**src/rtl/hvirq_sched.sv**
```systemverilog
// rtl/hvirq_sched.sv - VS-level interrupt scheduler with req/ack handshake and post-ack holdoff
// Picks the highest-priority deliverable VS interrupt and holds it until ack, flush or withdrawal.
module hvirq_sched #(
  parameter int          GEILEN  = 6,
  parameter int          HOLDOFF = 2,
  parameter logic [1:0]  U_MODE  = 2'b00,
  parameter logic [1:0]  S_MODE  = 2'b01
) (
  input  logic              i_clk,
  input  logic              i_reset,
  input  logic [11:0]       i_pending,
  input  logic [11:0]       i_hie,
  input  logic [11:0]       i_hideleg,
  input  logic [GEILEN:0]   i_hgeip,
  input  logic [GEILEN:0]   i_hgeie,
  input  logic [5:0]        i_vgein,
  input  logic              i_virt_mode,
  input  logic [1:0]        i_priv_mode,
  input  logic              i_vssie,
  input  logic              i_trap_ack,
  input  logic              i_flush,
  output logic              o_vs_int_req,
  output logic [3:0]        o_vs_int_cause,
  output logic              o_holdoff
);

  localparam int CW = (HOLDOFF > 0) ? $clog2(HOLDOFF + 1) : 1;

  localparam logic [3:0] CAUSE_SEI = 4'd9;
  localparam logic [3:0] CAUSE_SSI = 4'd1;
  localparam logic [3:0] CAUSE_STI = 4'd5;

  typedef enum logic [1:0] {
    ST_IDLE,
    ST_REQ,
    ST_HOLD
  } state_t;

  state_t          r_state;
  logic [CW-1:0]   r_cnt;
  logic            r_req;
  logic [3:0]      r_cause;
  logic            r_hold;

  logic            w_gext;
  logic [11:0]     w_effp;
  logic            w_e10;
  logic            w_e2;
  logic            w_e6;
  logic            w_gen;
  logic            w_any;
  logic            w_still;
  logic [3:0]      w_win;

  // Compare against each legal index so VGEIN=0 or >GEILEN never selects a line.
  always_comb begin
    w_gext = 1'b0;
    for (int i = 1; i <= GEILEN; i++) begin
      if (i_vgein == 6'(i)) begin
        w_gext = i_hgeip[i] & i_hgeie[i];
      end
    end
  end

  assign w_effp = i_pending | {1'b0, w_gext, 10'b0};
  assign w_e10  = w_effp[10] & i_hie[10] & i_hideleg[10];
  assign w_e2   = w_effp[2]  & i_hie[2]  & i_hideleg[2];
  assign w_e6   = w_effp[6]  & i_hie[6]  & i_hideleg[6];
  assign w_any  = w_e10 | w_e2 | w_e6;
  assign w_gen  = i_virt_mode &
                  ((i_priv_mode == U_MODE) | ((i_priv_mode == S_MODE) & i_vssie));

  always_comb begin
    w_win = 4'd0;
    if (w_e10) begin
      w_win = CAUSE_SEI;
    end else if (w_e2) begin
      w_win = CAUSE_SSI;
    end else if (w_e6) begin
      w_win = CAUSE_STI;
    end
  end

  // Eligibility of the source already being presented, keyed by its latched cause.
  always_comb begin
    w_still = 1'b0;
    case (r_cause)
      CAUSE_SEI: w_still = w_e10;
      CAUSE_SSI: w_still = w_e2;
      CAUSE_STI: w_still = w_e6;
      default:   w_still = 1'b0;
    endcase
  end

  always_ff @(posedge i_clk) begin
    if (i_reset) begin
      r_state <= ST_IDLE;
      r_req   <= 1'b0;
      r_cause <= 4'd0;
      r_hold  <= 1'b0;
      r_cnt   <= '0;
    end else begin
      case (r_state)
        ST_IDLE: begin
          if (w_gen && w_any) begin
            r_state <= ST_REQ;
            r_req   <= 1'b1;
            r_cause <= w_win;
          end
        end
        ST_REQ: begin
          if (i_trap_ack) begin
            r_req   <= 1'b0;
            r_cause <= 4'd0;
            if (HOLDOFF == 0) begin
              r_state <= ST_IDLE;
            end else begin
              r_state <= ST_HOLD;
              r_hold  <= 1'b1;
              r_cnt   <= CW'(HOLDOFF);
            end
          end else if (i_flush || !w_gen || !w_still) begin
            r_state <= ST_IDLE;
            r_req   <= 1'b0;
            r_cause <= 4'd0;
          end
        end
        ST_HOLD: begin
          r_cnt <= r_cnt - CW'(1);
          if (r_cnt <= CW'(1)) begin
            r_state <= ST_IDLE;
            r_hold  <= 1'b0;
          end
        end
        default: begin
          r_state <= ST_IDLE;
          r_req   <= 1'b0;
          r_cause <= 4'd0;
          r_hold  <= 1'b0;
          r_cnt   <= '0;
        end
      endcase
    end
  end

  assign o_vs_int_req   = r_req;
  assign o_vs_int_cause = r_cause;
  assign o_holdoff      = r_hold;

endmodule

```
**config.mk**
```make
export PLATFORM = sky130hd
export DESIGN_NAME = hvirq_sched
export DESIGN_NICKNAME = d
export VERILOG_FILES = /design/src/rtl/hvirq_sched.sv
export SDC_FILE = /design/constraint.sdc
export NUM_CORES = 1
export LEC_CHECK = 0
export ABC_CLOCK_PERIOD_IN_PS = 5400
export CAP_MARGIN = 30
export CORE_MARGIN = 2
export CORE_UTILIZATION = 31
export DETAILED_ROUTE_END_ITERATION = 12
export PLACE_DENSITY_LB_ADDON = 0.12
export SYNTH_ARGS = -nofsm -noshare
export SYNTH_HDL_FRONTEND = slang
export SYNTH_SLANG_ARGS = --single-unit
```
**constraint.sdc**
```tcl
create_clock -name i_clk -period 5.4 [get_ports i_clk]
set_input_delay 0.81 -clock i_clk [delete_from_list [all_inputs] [get_ports i_clk]]
set_output_delay 0.81 -clock i_clk [all_outputs]
set_load 0.05 [all_outputs]
```
==> report_table.html <==
<table>
<tr><th>Metric</th><th>Value</th></tr>
<tr><th colspan="2">Yosys</th></tr>
<tr><td>Flop and latch count out of synthesis</td><td>9</td></tr>
<tr><td>Sequential fraction of the synthesis area</td><td>25.6%</td></tr>
<tr><td>Synth async-reset ratio</td><td>0%</td></tr>
<tr><td>Post-synth EDFFs</td><td>0</td></tr>
<tr><td>Count of warnings emitted by yosys</td><td>0</td></tr>
<tr><td>Most instantiated flip-flop cell in the synthesis netlist</td><td>sky130_fd_sc_hd__dfxtp_1</td></tr>
<tr><td>Synth unique cells</td><td>40</td></tr>
<tr><td>Post-synthesis net count</td><td>153</td></tr>
<tr><td>Syn Std Cell Area</td><td>703 sq um</td></tr>
<tr><td>Post-Synthesis Cells</td><td>85</td></tr>
<tr><td>Syn avg cell area</td><td>8.27 sq um</td></tr>
<tr><th colspan="2">Critical path</th></tr>
<tr><td>Reg2reg start</td><td>r_state[1]$_SDFFE_PP0P_</td></tr>
<tr><td>CP bufs+invs</td><td>1</td></tr>
<tr><td>Worst setup path startpoint</td><td>i_trap_ack</td></tr>
<tr><td>Worst path top cell family by delay</td><td>simple AND/OR/NAND/NOR gates</td></tr>
<tr><td>Category of the worst setup path capture point</td><td>register</td></tr>
<tr><td>Cell-by-cell trace of the critical path</td><td>clkdlybuf4s50_1 -&gt; nand4bb_1 -&gt; or4b_1 -&gt; o211a_1 -&gt; o21ai_2 -&gt; nor2_2 -&gt; mux2_4</td></tr>
<tr><td>CP startpoint kind</td><td>primary input</td></tr>
<tr><td>Crit path kind</td><td>in -&gt; reg</td></tr>
<tr><td>Highest-delay cell along the critical path</td><td>sky130_fd_sc_hd__or4b_1</td></tr>
<tr><td>WP depth</td><td>7</td></tr>
<tr><td>Arr. time, crit path</td><td>2710 ps</td></tr>
<tr><td>Slowest stage delay, CP</td><td>540 ps</td></tr>
<tr><td>Worst Reg2Reg Path Length in Cells</td><td>8</td></tr>
<tr><td>Required time worst endpoint</td><td>5540 ps</td></tr>
<tr><td>End point of the critical path</td><td>o_vs_int_cause[3]$_SDFFE_PP0P_</td></tr>
<tr><td>Maximum fanout count along the critical path</td><td>4</td></tr>
<tr><td>Setup slack of the worst register-to-register path</td><td>3230 ps</td></tr>
<tr><td>Capture instance of the worst register-to-register path</td><td>o_vs_int_cause[3]$_SDFFE_PP0P_</td></tr>
<tr><th colspan="2">STA</th></tr>
<tr><td>Final Hold Vio Count</td><td>0</td></tr>
<tr><td>Total negative slack for setup checks</td><td>0 ps</td></tr>
<tr><td>Final Setup Violations</td><td>0</td></tr>
<tr><td>Share of the clock period used by the worst path after layout</td><td>47.4%</td></tr>
<tr><td>Worst hold slack after final layout</td><td>469 ps</td></tr>
<tr><td>Max Transition Viols Final</td><td>0</td></tr>
<tr><td>Rel. slew slack</td><td>66.6%</td></tr>
<tr><td>Highest clock rate</td><td>390 MHz</td></tr>
<tr><td>Setup repair after global routing missed its margin</td><td>false</td></tr>
<tr><td>Slew of the pin with the lowest slew margin</td><td>499 ps</td></tr>
<tr><td>Clock period minus final worst setup slack</td><td>2560 ps</td></tr>
<tr><td>Final clock skew</td><td>7.98 ps</td></tr>
<tr><th colspan="2">GRT</th></tr>
<tr><td>Overflow left after global routing</td><td>0</td></tr>
<tr><td>Vias in the first global route</td><td>806</td></tr>
<tr><td>Pin count of the biggest net entering global routing</td><td>13</td></tr>
<tr><td>First-pass GRT wire length</td><td>3.34 mm</td></tr>
<tr><td>Antenna violations before repair</td><td>0</td></tr>
<tr><td>GRT Total Usage</td><td>16.2%</td></tr>
<tr><th colspan="2">Finish</th></tr>
<tr><td>Signed area change from the synthesized netlist to the final layout</td><td>62.6%</td></tr>
<tr><td>Nets</td><td>195</td></tr>
<tr><td>Diodes inserted</td><td>0</td></tr>
<tr><td>Cell area after layout</td><td>0.00114 sq mm</td></tr>
<tr><td>Proportion of layout cells with a drive suffix above 1</td><td>7.94%</td></tr>
<tr><th colspan="2">Job</th></tr>
<tr><td>Maximum capacitance violations</td><td>0</td></tr>
<tr><th colspan="2">Drt</th></tr>
<tr><td>Drt drc</td><td>0</td></tr>
<tr><td>Avg Vias per Cell</td><td>4.82</td></tr>
<tr><td>Routed WL per cell</td><td>11.5 um</td></tr>
<tr><td>Final WL</td><td>1.77 mm</td></tr>
<tr><td>Detailed router's first-iteration violation count</td><td>7</td></tr>
<tr><td>Detailed-router iteration count before antenna repair</td><td>2</td></tr>
<tr><td>Post-DRT Antenna Nets</td><td>0</td></tr>
<tr><td>Via count</td><td>743</td></tr>
<tr><th colspan="2">Pwr</th></tr>
<tr><td>Relative contribution of combinational cells to total power</td><td>35.4%</td></tr>
<tr><td>Switching Fraction</td><td>29.4%</td></tr>
<tr><td>Net Switching</td><td>0.0564 mW</td></tr>
<tr><td>Sequential power share</td><td>37.2%</td></tr>
<tr><td>Clk network pwr share</td><td>27.4%</td></tr>
<tr><td>Power per Cell Area</td><td>168 mW/mm^2</td></tr>
<tr><td>IR Drop Worst-Case VDD</td><td>160 uV</td></tr>
<tr><td>Leakage dissipation</td><td>0.435 nW</td></tr>
<tr><td>Internal Power</td><td>0.135 mW</td></tr>
<tr><th colspan="2">Floorplan</th></tr>
<tr><td>Horizontal die dimension</td><td>51.6 um</td></tr>
<tr><td>Standard-cell rows</td><td>17</td></tr>
<tr><td>Total I/O pin count</td><td>70</td></tr>
<tr><td>Starting utilization of the core area</td><td>32.4%</td></tr>
<tr><td>Core Box Area</td><td>0.00217 sq mm</td></tr>
<tr><td>Y dimension of the die</td><td>51.6 um</td></tr>
<tr><td>Overall die area</td><td>0.00267 sq mm</td></tr>
<tr><th colspan="2">CTS</th></tr>
<tr><td>Post-CTS setup buffer count</td><td>0</td></tr>
<tr><td>TritonCTS clock tree</td><td>built</td></tr>
<tr><td>Maximum buffer depth of the clock tree</td><td>2</td></tr>
<tr><td>Root buffer cell</td><td>sky130_fd_sc_hd__clkbuf_4</td></tr>
<tr><td>Number of buffers inserted for hold repair after clock tree synthesis</td><td>0</td></tr>
<tr><td>TritonCTS buffer count</td><td>3</td></tr>
<tr><td>Clock-pin slew reported for the worst setup and hold paths after clock tree synthesis</td><td>60 ps</td></tr>
<tr><td>Number of levels the H-tree was split into</td><td>1</td></tr>
<tr><td>Sink count of the clock tree</td><td>9</td></tr>
<tr><td>Clock insertion delay at the later pin of the skew report</td><td>260 ps</td></tr>
<tr><td>Cells resized by post-CTS repair</td><td>0</td></tr>
<tr><th colspan="2">Min path</th></tr>
<tr><td>Worst hold path type</td><td>reg -&gt; reg</td></tr>
<tr><th colspan="2">Placement</th></tr>
<tr><td>Area post-placement</td><td>0.00112 sq mm</td></tr>
<tr><td>GPL Wtd Cong</td><td>0.682</td></tr>
<tr><td>Detailed-placement wirelength estimate</td><td>1.52 mm</td></tr>
<tr><td>Port Buffers</td><td>39</td></tr>
<tr><th colspan="2">Run status</th></tr>
<tr><td>Result of the run</td><td>finished clean</td></tr>
</table>
[cell usage after synthesis (2+ instances only)]
| cell | n | area (sq um) |
|---|---|---|
| sky130_fd_sc_hd__dfxtp_1 | 9 | 180 |
| sky130_fd_sc_hd__inv_1 | 6 | 22.5 |
| sky130_fd_sc_hd__nand2_1 | 5 | 18.8 |
| sky130_fd_sc_hd__nand2b_1 | 5 | 31.3 |
| sky130_fd_sc_hd__nor2_1 | 5 | 18.8 |
| sky130_fd_sc_hd__a21oi_1 | 4 | 20.0 |
| sky130_fd_sc_hd__ha_1 | 4 | 50.1 |
| sky130_fd_sc_hd__a31oi_1 | 3 | 18.8 |
| sky130_fd_sc_hd__mux2i_1 | 3 | 30.0 |
| sky130_fd_sc_hd__nand3_1 | 3 | 15.0 |
| sky130_fd_sc_hd__nor2b_1 | 3 | 18.8 |
| sky130_fd_sc_hd__or3_1 | 3 | 18.8 |
| sky130_fd_sc_hd__nand4_1 | 2 | 12.5 |
| sky130_fd_sc_hd__nor3_1 | 2 | 10.0 |
| sky130_fd_sc_hd__o21ai_0 | 2 | 10.0 |
| sky130_fd_sc_hd__o21ai_1 | 2 | 10.0 |
[flip-flops by register name (all words and copies together) (netlist names)]
name            cells
o_holdoff           1
o_vs_int_cause      3
o_vs_int_req        1
r_cnt               2
r_state             2
[per-stage QoR]
| step | instances | total power [mW] | utilization, % | setup WS, ps |
|---|---|---|---|---|
| 6_report | 154 | 0.192 | 52.7 | 2840 |
| 5_1_grt | 154 | 0.206 | 52.7 | 2740 |
| 4_1_cts | 154 | 0.194 | 52.7 | 2840 |
| 3_5_place_dp | 150 | 0.141 | 51.5 | 2570 |
| 3_3_place_gp | 150 | 0.140 | 51.5 | 2570 |
| 2_1_floorplan | 85 | 0.106 | - | 3090 |
[power by group through the flow]
stage	sequential [mW]	clock [mW]	combinational, mW
2_1_floorplan	0.0794	0	0.0268
3_3_place_gp	0.0728	0	0.0671
3_5_place_dp	0.0728	0	0.0679
4_1_cts	0.0713	0.0543	0.0684
5_1_grt	0.0719	0.0595	0.0743
6_report	0.0714	0.0525	0.0678
[routing by layer]
layer | track usage [%] | wire length, um | share of wire (%) | vias up
li1 | - | - | - | 393
met1 | 19.6 | 797 | 45 | 333
met2 | 29.3 | 906 | 51 | 17
met3 | 4.60 | 68 | 3.8 | 0
met4 | 1.32 | 0 | 0 | 0
met5 | 0 | 0 | 0 | -
[cells in the final DEF, fill, tap and decap left out, types with 2 or more instances in the layout]
cell,count
sky130_fd_sc_hd__nor3_1,2
sky130_fd_sc_hd__clkdlybuf4s50_1,39
sky130_fd_sc_hd__o21ai_0,2
sky130_fd_sc_hd__dfxtp_1,9
sky130_fd_sc_hd__o21ai_1,2
sky130_fd_sc_hd__nand2_1,5
sky130_fd_sc_hd__or3_1,3
sky130_fd_sc_hd__clkbuf_4,3
sky130_fd_sc_hd__mux2i_1,3
sky130_fd_sc_hd__nand2b_1,5
sky130_fd_sc_hd__a21oi_1,4
sky130_fd_sc_hd__inv_1,6
sky130_fd_sc_hd__ha_1,4
sky130_fd_sc_hd__nor2_1,5
sky130_fd_sc_hd__nand4_1,2
sky130_fd_sc_hd__nand3_1,3
sky130_fd_sc_hd__nor2b_1,3
sky130_fd_sc_hd__a31oi_1,3
[worst reg2reg max path, stage by stage, from the launching register on]
cell                        delay (ps)
sky130_fd_sc_hd__dfxtp_1           330
sky130_fd_sc_hd__inv_1              80
sky130_fd_sc_hd__ha_1              240
sky130_fd_sc_hd__nand4bb_1         160
sky130_fd_sc_hd__or4b_1            540
sky130_fd_sc_hd__o211a_1           240
sky130_fd_sc_hd__o21ai_2            80
sky130_fd_sc_hd__nor2_2             80
sky130_fd_sc_hd__mux2_4            290
[area by class of cell]
class | instances | area (sq um)
multi-input cells | 68 | 489
repair buffers | 39 | 390
fillers | 227 | 1030
well taps | 28 | 35.0
flip-flops and latches | 9 | 180
clock buffers | 4 | 26.3
inverters | 6 | 22.5
[how the worst min path moves through the flow]
| stage | from | end | slack (ps) | depth (start not counted) |
|---|---|---|---|---|
| floorplan | r_state[1]$_SDFFE_PP0P_ | r_state[1]$_SDFFE_PP0P_ | 470 | 2 |
| finish | o_vs_int_req$_SDFFE_PP0P_ | o_vs_int_req$_SDFFE_PP0P_ | 470 | 2 |
| CTS | o_vs_int_req$_SDFFE_PP0P_ | o_vs_int_req$_SDFFE_PP0P_ | 470 | 2 |
| global route | o_vs_int_req$_SDFFE_PP0P_ | o_vs_int_req$_SDFFE_PP0P_ | 510 | 2 |
| global placement | o_vs_int_req$_SDFFE_PP0P_ | o_vs_int_req$_SDFFE_PP0P_ | 460 | 2 |
| detailed placement | o_vs_int_req$_SDFFE_PP0P_ | o_vs_int_req$_SDFFE_PP0P_ | 460 | 2 |
[cells by family (layout without fill, tap and decap cells)]
logic type               count (synthesis)  count (layout)  synth area share (%)
adder cells (fa/ha/maj)                  4               4                  7.12
flip-flops                               9               9                  25.6
buffers and inverters                    8              49                  4.80
multiplexers                             4               4                  6.41
other                                    1               1                 0.533
AND/OR/NAND/NOR                         38              38                  33.3
AO/OA/AOI/OAI                           21              21                  22.2
No activity file was read; power rests on OpenSTA's default activity.
